==> src/rtl/muldiv_seq.sv <==
// Multi-cycle RV32M multiply/divide sequencer. It borrows the core's shared ALU for every
// add, subtract and negate, so its latency is fixed regardless of operand values.
module muldiv_seq #(
    parameter int XLEN = 32
) (
    input  logic            clk,
    input  logic            rst,
    input  logic            start,
    input  logic [2:0]      op,
    input  logic [XLEN-1:0] a,
    input  logic [XLEN-1:0] b,
    output logic            busy,
    output logic            done,
    output logic [XLEN-1:0] result,
    output logic [3:0]      alu_func,
    output logic [XLEN-1:0] alu_in0,
    output logic [XLEN-1:0] alu_in1,
    input  logic [XLEN-1:0] alu_out
);

    typedef enum logic [2:0] {
        S_IDLE, S_NEGA, S_NEGB, S_LOOP, S_NEGR, S_DONE
    } state_t;

    localparam logic [3:0] ALU_ADD = 4'b0000;
    localparam logic [3:0] ALU_SUB = 4'b1000;

    state_t          state_q, state_d;
    logic [2:0]      op_q, op_d;
    logic            sa_q, sa_d, sb_q, sb_d;
    logic            bzero_q, bzero_d;
    logic [XLEN-1:0] a_q, a_d;      // MUL multiplicand / divide dividend-quotient
    logic [XLEN-1:0] b_q, b_d;      // MUL multiplier / divisor
    logic [XLEN-1:0] p_q, p_d;      // MUL accumulator / divide remainder
    logic [4:0]      cnt_q, cnt_d;
    logic            busy_q, busy_d, done_q, done_d;
    logic [XLEN-1:0] result_q, result_d;

    logic            is_mul, is_rem, is_quot, is_illegal, neg_r;
    logic [XLEN-1:0] rem_shift, neg_src;
    logic            rem_ge;

    assign is_mul     = (op_q == 3'b000);
    assign is_quot    = op_q[2] & ~op_q[1];
    assign is_rem     = op_q[2] &  op_q[1];
    assign is_illegal = ~op_q[2] & (op_q[1:0] != 2'b00);
    assign neg_r      = is_rem ? sa_q : (is_quot & (sa_q ^ sb_q));
    assign neg_src    = is_quot ? a_q : p_q;
    assign rem_shift  = {p_q[XLEN-2:0], a_q[XLEN-1]};
    assign rem_ge     = (rem_shift >= b_q);

    // ALU drive is decoded from state registers only, so alu_out settles within the cycle.
    always_comb begin
        // NOTE: every combinational output gets a default first; a path that skips an
        // assignment would otherwise infer a latch.
        alu_func = ALU_ADD;
        alu_in0  = '0;
        alu_in1  = '0;
        unique case (state_q)
            S_NEGA: begin alu_func = ALU_SUB; alu_in1 = a_q; end
            S_NEGB: begin alu_func = ALU_SUB; alu_in1 = b_q; end
            S_LOOP: begin
                if (is_mul) begin
                    alu_in0 = p_q;
                    alu_in1 = a_q;
                end else begin
                    alu_func = ALU_SUB;
                    alu_in0  = rem_shift;
                    alu_in1  = b_q;
                end
            end
            S_NEGR: begin
                if (neg_r) begin
                    alu_func = ALU_SUB;
                    alu_in1  = neg_src;
                end else begin
                    alu_in0 = neg_src;
                end
            end
            default: ;
        endcase
    end

    always_comb begin
        // NOTE: blocking assignments here; only the register process below uses <=.
        state_d  = state_q;
        op_d     = op_q;
        sa_d     = sa_q;
        sb_d     = sb_q;
        bzero_d  = bzero_q;
        a_d      = a_q;
        b_d      = b_q;
        p_d      = p_q;
        cnt_d    = cnt_q;
        result_d = result_q;
        unique case (state_q)
            S_IDLE: begin
                if (start) begin
                    op_d    = op;
                    sa_d    = op[2] & ~op[0] & a[XLEN-1];
                    sb_d    = op[2] & ~op[0] & b[XLEN-1];
                    bzero_d = (b == '0);
                    a_d     = a;
                    b_d     = b;
                    p_d     = '0;
                    state_d = S_NEGA;
                end
            end
            S_NEGA: begin
                if (sa_q) a_d = alu_out;
                state_d = S_NEGB;
            end
            S_NEGB: begin
                if (sb_q) b_d = alu_out;
                cnt_d   = '0;
                state_d = S_LOOP;
            end
            S_LOOP: begin
                if (is_mul) begin
                    if (b_q[0]) p_d = alu_out;
                    a_d = a_q << 1;
                    b_d = b_q >> 1;
                end else begin
                    p_d = rem_ge ? alu_out : rem_shift;
                    a_d = {a_q[XLEN-2:0], rem_ge};
                end
                cnt_d = cnt_q + 5'd1;
                if (cnt_q == 5'd31) state_d = S_NEGR;
            end
            S_NEGR: begin
                // Signed overflow (MIN / -1) and remainder-by-zero already fall out of the
                // magnitude datapath; only quotient-by-zero and illegal ops need forcing.
                if (is_illegal)             result_d = '0;
                else if (is_quot & bzero_q) result_d = '1;
                else                        result_d = alu_out;
                state_d = S_DONE;
            end
            S_DONE:  state_d = S_IDLE;
            default: state_d = S_IDLE;
        endcase
        busy_d = (state_d == S_NEGA) || (state_d == S_NEGB) ||
                 (state_d == S_LOOP) || (state_d == S_NEGR);
        done_d = (state_d == S_DONE);
    end

    always_ff @(posedge clk or posedge rst) begin
        if (rst) begin
            state_q  <= S_IDLE;
            op_q     <= '0;
            sa_q     <= 1'b0;
            sb_q     <= 1'b0;
            bzero_q  <= 1'b0;
            a_q      <= '0;
            b_q      <= '0;
            p_q      <= '0;
            cnt_q    <= '0;
            busy_q   <= 1'b0;
            done_q   <= 1'b0;
            result_q <= '0;
        end else begin
            state_q  <= state_d;
            op_q     <= op_d;
            sa_q     <= sa_d;
            sb_q     <= sb_d;
            bzero_q  <= bzero_d;
            a_q      <= a_d;
            b_q      <= b_d;
            p_q      <= p_d;
            cnt_q    <= cnt_d;
            busy_q   <= busy_d;
            done_q   <= done_d;
            result_q <= result_d;
        end
    end

    assign busy   = busy_q;
    assign done   = done_q;
    assign result = result_q;

endmodule
==> config.mk <==
export PLATFORM = sky130hd
export DESIGN_NAME = muldiv_seq
export DESIGN_NICKNAME = d
export VERILOG_FILES = /design/src/rtl/muldiv_seq.sv
export SDC_FILE = /design/constraint.sdc
export NUM_CORES = 1
export LEC_CHECK = 0
export CORE_ASPECT_RATIO = 1.5
export CORE_MARGIN = 10
export CORE_UTILIZATION = 52
export CTS_CLUSTER_SIZE = 16
export DETAILED_ROUTE_END_ITERATION = 10
export GPL_TIMING_DRIVEN = 0
export MAX_ROUTING_LAYER = met4
export PLACE_DENSITY = 0.86
export SYNTH_ARGS = -nofsm -noshare
export SYNTH_HDL_FRONTEND = slang
export SYNTH_SLANG_ARGS = --single-unit
==> constraint.sdc <==
create_clock -name clk -period 6.04 [get_ports clk]
set_input_delay 0.604 -clock clk [delete_from_list [all_inputs] [get_ports clk]]
set_output_delay 0.604 -clock clk [all_outputs]
set_load 0.005 [all_outputs]
; After elaboration in Yosys (flattened, before gate mapping)
; Cells that the tools add are included.
[word_totals]
reg_bits = 144
latch_bits = 0
memories = 0
rom_bits = 0
ram_bits = 0
in_bits = 102
[op_classes]
reduce_logical = 16
n_eq_ne = 15
n_bitwise = 12
n_lt_le_gt_ge = 1
div = 0
shifts = 0
add_sub_neg = 1
muxes = 30
n_mul = 0
[ops]
columns = operator, count
row1 = two-way mux 32 bit, 16
row2 = one-hot mux 32 bit (3 select lines), 2
row3 = one-hot mux 32 bit (2 select lines), 2
row4 = one-hot mux 32 bit (4 select lines), 1
row5 = >= comparator 32 bit, 1
row6 = logical NOT 32 bit, 1
row7 = one-hot mux 3 bit (5 select lines), 1
row8 = "equality test 3 x 2 -> 1 bit, second input constant", 4
row9 = one-hot mux 4 bit (3 select lines), 1
row10 = one-hot mux 5 bit (2 select lines), 1
row11 = "equality test 3 bit, second input constant", 3
row12 = bitwise AND 1 bit, 8
row13 = two-way mux 4 bit, 2
row14 = "!= test 2 bit, second input constant", 4
row15 = "equality test 3 x 1 -> 1 bit, second input constant", 2
row16 = logical NOT 3 bit, 2
row17 = two-way mux 3 bit, 2
row18 = AND reduction 3 bit, 2
row19 = nonzero test 2 bit, 3
row20 = nonzero test 3 bit, 2
row21 = "adder 5 x 1 -> 5 bit, second input constant", 1
row22 = "equality test 5 bit, second input constant", 1
row23 = AND reduction 4 bit, 1
row24 = logical OR 1 bit, 3
row25 = other kinds (6), 9

; Longest topological paths before layout
[depth]
ltp_word = 7
depth_mapped = 11
ltp_nobuf = 9

; Least setup slack after synthesis
; OpenSTA, ideal clock, no wires.
[synth_timing]
path_type = register to register
from = register p_q[2]
to = register p_q[10]
arrival_time_ns = 2.250
setup_time_ns = 0.126
path_slack_ns = 3.664
synth_period_minus_slack_ns = 2.376
n_path_buf = 2
path_stages_with_launch = 11
path_cell_list = dfrtp_1 ha_1 o21a_1 o211ai_1 or4_1 and4_1 o211a_1 buf_6 buf_8 a32oi_1 o21ai_1
[synth_via]
elab_chain_cells = 4
[synth_rtl]
columns = element, line_no
row1 = from (decl), 34  ; logic [XLEN-1:0] p_q, p_d;
row2 = from (signal assigned), 168  ; p_q <= p_d;
row3 = >= comparator 32 bit, 50  ; assign rem_ge = (rem_shift >= b_q);
row4 = two-way mux 32 bit, 124  ; p_d = rem_ge ? alu_out : rem_shift;
row5 = two-way mux 32 bit, 119  ; if (is_mul) begin
row6 = one-hot mux 32 bit (2 select lines), 96  ; unique case (state_q)
; Every way passes these cells.
; A chain may end at the register's enable or synchronous reset.

; Worst setup path in the final report
[layout_timing]
from = register state_q[0]
to = output port alu_in1[11]
[layout_via]
elab_chain_cells = 2
elab_cells_between_ends = 5
cone_classes = eq/ne (4) / mux (1)
[layout_rtl]
columns = element, line_no
row1 = from (decl), 28  ; state_t state_q, state_d;
row2 = from (signal assigned), 161  ; state_q <= state_d;
row3 = equality test 3 bit (tied with other cells), 59  ; unique case (state_q)
row4 = one-hot mux 32 bit (4 select lines) (*), 59
row5 = to (decl), 17  ; output logic [XLEN-1:0] alu_in1,
; Mark *: on every way between the ends. The rest lies on a longest branch, timed or not.

==> impl_metrics.env <==
export IMPL_core_um2=18000
export IMPL_hp_start="bzero_q$_DFFE_PP0P_"
export IMPL_numCtsBuffers=17
export IMPL_clkTransAtPathRegs_ns=0.07
export IMPL_fin_nets=1606
export IMPL_rsz0062_at_grt="no"
export IMPL_powerDensity_nw_per_um2=426
export IMPL_holdPathStages=2
export IMPL_yosys_area_top_type_share=0.377
export IMPL_synthArstFlopShare=1.00
export IMPL_cts_setup_buffers=0
export IMPL_clockBufferDepth=2
export IMPL_p_leak_nw=5.79
export IMPL_grt_pass1_wl_um=61200
export IMPL_hold_buffers=0
export IMPL_htree_levels=4
export IMPL_relSlewSlack=0.116
export IMPL_r2r_start="b_q[31]$_DFFE_PP0P_"
export IMPL_pre_cts_ws_ns=2.45
export IMPL_syn_area_um2=9560
export IMPL_die_w_um=131
export IMPL_hold_violations=0
export IMPL_status="finished, final reports clean"
export IMPL_synth_edff_count=0
export IMPL_ys_top_cells_by_area="dfrtp_1 38%, nand2_1 12%, mux2i_1 9.8%, o21ai_0 7.4%, a21oi_1 5.9%"
export IMPL_antenna_found_initial=0
export IMPL_cts_root_buffer_cell="clkbuf_16"
export IMPL_fin_setup_tns_ns=0
export IMPL_cp_cell_sequence="clkbuf_1 > nor2_1 > nand2_1 > clkbuf_1 > clkbuf_1 > a21oi_1 > a22oi_1 > nand2_1 > clkdlybuf4s50_1"
export IMPL_design_die_area_um2=24300
export IMPL_period_needed_ns=4.37
export IMPL_cts_tree="done"
export IMPL_total_power_mw=5.30
export IMPL_syn_inst=1248
export IMPL_ant_nets=0
export IMPL_ys_types=48
export IMPL_path_common_cell="clkbuf_1"
export IMPL_path_class="flop to primary output"
export IMPL_clock_sinks=144
export IMPL_min_to="bzero_q$_DFFE_PP0P_"
export IMPL_place_gp_congestion=0.980
export IMPL_n_antenna_cell=0
export IMPL_clk_latency_ns=0.43
export IMPL_initial_core_util=0.530
export IMPL_fin_skew_ns=0.00897
export IMPL_io_buffers=200
export IMPL_worst_pin_slew_ns=1.31
export IMPL_end_kind="primary output"
export IMPL_grt_util_all_layers=0.340
export IMPL_drv_slew=0
export IMPL_r2r_end="p_q[9]$_DFFE_PP0P_"
export IMPL_max_stage_delay_ns=0.60
export IMPL_fin_crit_sh=0.724
export IMPL_final_layout_size_suffix_gt1_frac=0.0371
export IMPL_die_height_um=186
export IMPL_synth_seq_cells=144
export IMPL_row_count=60
export IMPL_synth_top_area_cell="dfrtp_1"
export IMPL_wire_per_inst_um=23.6
export IMPL_vias=10600
export IMPL_fill_cells=1502
export IMPL_cp_start_kind="flop"
export IMPL_peakVddDrop_mv=0.251
export IMPL_required_ns=5.44
export IMPL_cts_resized_gates=0
export IMPL_grt_pass1_vias=10700
export IMPL_area_delta_synth_final_pct=30.1
export IMPL_ioPinCount=204
export IMPL_synth_seq_area_share=0.377
export IMPL_vias_per_cell=6.24
export IMPL_drc=0
export IMPL_setup_viol=0
export IMPL_r2r_setup_slack_ns=2.84
export IMPL_maxCapViolCount=0
export IMPL_crit_path_top_delay_cell="clkbuf_1"
export IMPL_hpwl_um=29800
export IMPL_utilization=0.690
export IMPL_yosysWarnings=0
export IMPL_drt_iter0_markers=1301
export IMPL_drt_wl_total_um=40100
export IMPL_cp_arrival_ns=3.77
export IMPL_ys_flop_type="dfrtp_1"
export IMPL_first_pass_iters=7
export IMPL_fmax_mhz=229
export IMPL_avgSynthCellArea_um2=7.66
export IMPL_worstRegToRegCells=10
export IMPL_grt_overflow_total=0
export IMPL_worst_slack_ns=1.67
export IMPL_crit_fanout=10
export IMPL_hp_class="flop to flop"
export IMPL_grt_max_degree=81
## cells by family (layout without fill, tap and decap cells)
group / after synthesis / after routing / share of synthesized area
and+or+nand+nor: 471 / 471 / 0.199
AOI/OAI and AO/OA: 365 / 365 / 0.218
DFF: 144 / 144 / 0.377
buffers and inverters: 137 / 370 / 0.0606
muxes: 95 / 95 / 0.0996
adders and majority gates: 34 / 34 / 0.0445
other: 1 / 3 / 0.000392
xor gates and xnor gates: 1 / 1 / 0.000917
## layer usage
layer,vias to the layer above,global-route usage,share of wire
li1,4763,-,-
met5,-,-,0
met3,169,0.0906,0.085
met1,5000,0.356,0.35
met2,670,0.561,0.50
met4,0,0.204,0.061
## per-stage QoR
step / cells / hold WS [ns] / cell area, um^2
after floorplan: 1250 / 0.440 / 9570
after global placement: 1667 / 0.462 / 11800
after detailed placement: 1668 / 0.464 / 11900
after CTS: 1700 / 0.476 / 12400
after global routing: 1700 / 0.499 / 12400
final: 1700 / 0.476 / 12400
## power by group
part / total (mW) / internal (mW) / switching [mW]
Sequential: 1.66 / 1.25 / 0.410
Clock: 1.04 / 0.567 / 0.474
Combinational: 2.60 / 1.23 / 1.37
Total: 5.30 / 3.05 / 2.26
## how the worst max path moves through the flow
stage / startpoint / endpoint / cells past startpoint
3_3_place_gp: rst / result[11]$_DFFE_PP0P_ / 2
4_1_cts: state_q[0]$_DFF_PP0_ / alu_in1[11] / 9
2_1_floorplan: rst / a_q[0]$_DFFE_PP0P_ / 1
3_5_place_dp: state_q[0]$_DFF_PP0_ / alu_in1[11] / 9
5_1_grt: state_q[0]$_DFF_PP0_ / alu_in0[9] / 9
6_report: state_q[0]$_DFF_PP0_ / alu_in1[11] / 9
## synth_stat cells, drive strengths merged (2+ instances only)
cell / n
ha: 34
nand2: 314
a32oi: 32
nand4: 8
nor2b: 7
o31ai: 2
and2b: 2
nor3: 6
o211ai: 2
nand2b: 6
clkbuf: 81
a21o: 4
and3: 2
o21ai: 169
nor4: 9
dfrtp: 144
buf: 21
nor3b: 2
and2: 2
nor2: 105
a22oi: 32
mux2i: 94
inv: 35
nand3: 3
a21oi: 112
a2111oi: 2
a22o: 3
## cell type report
type | count | area (um^2) | area share
Sequential cell | 144 | 3600 | 0.290
Tap cell | 217 | 272 | 0.0218
Multi-Input combinational cell | 969 | 5380 | 0.433
Buffer | 102 | 448 | 0.0360
Clock buffer | 20 | 467 | 0.0375
Inverter | 35 | 136 | 0.0110
Timing Repair Buffer | 201 | 2030 | 0.163
Clock inverter | 12 | 98.8 | 0.00795
## worst max-delay path: cells and delay by family (launching register included)
kind / cells / cell delay, ns
compound gates: 2 / 0.36
buf+inv: 4 / 2.05
flops: 1 / 0.32
simple gates: 3 / 0.59
## placed cells by master, fill, tap and decap left out, drive strengths merged, types with 6 or more instances in the layout
cell type and count:
nand2 314, clkdlybuf4s50 200, o21ai 169, dfrtp 144
a21oi 112, nor2 105, clkbuf 101, mux2i 94
inv 40, ha 34, a22oi 32, a32oi 32
buf 22, nor4 9, nand4 8, nor2b 7
nand2b 6, nor3 6
## sequential cells by signal, indices dropped and copies added, names as in the netlist, 3 cells and up
signal,cells
a_q,32
op_q,3
state_q,3
cnt_q,5
p_q,32
result,32
b_q,32
Power figures use the tool's default switching activity.
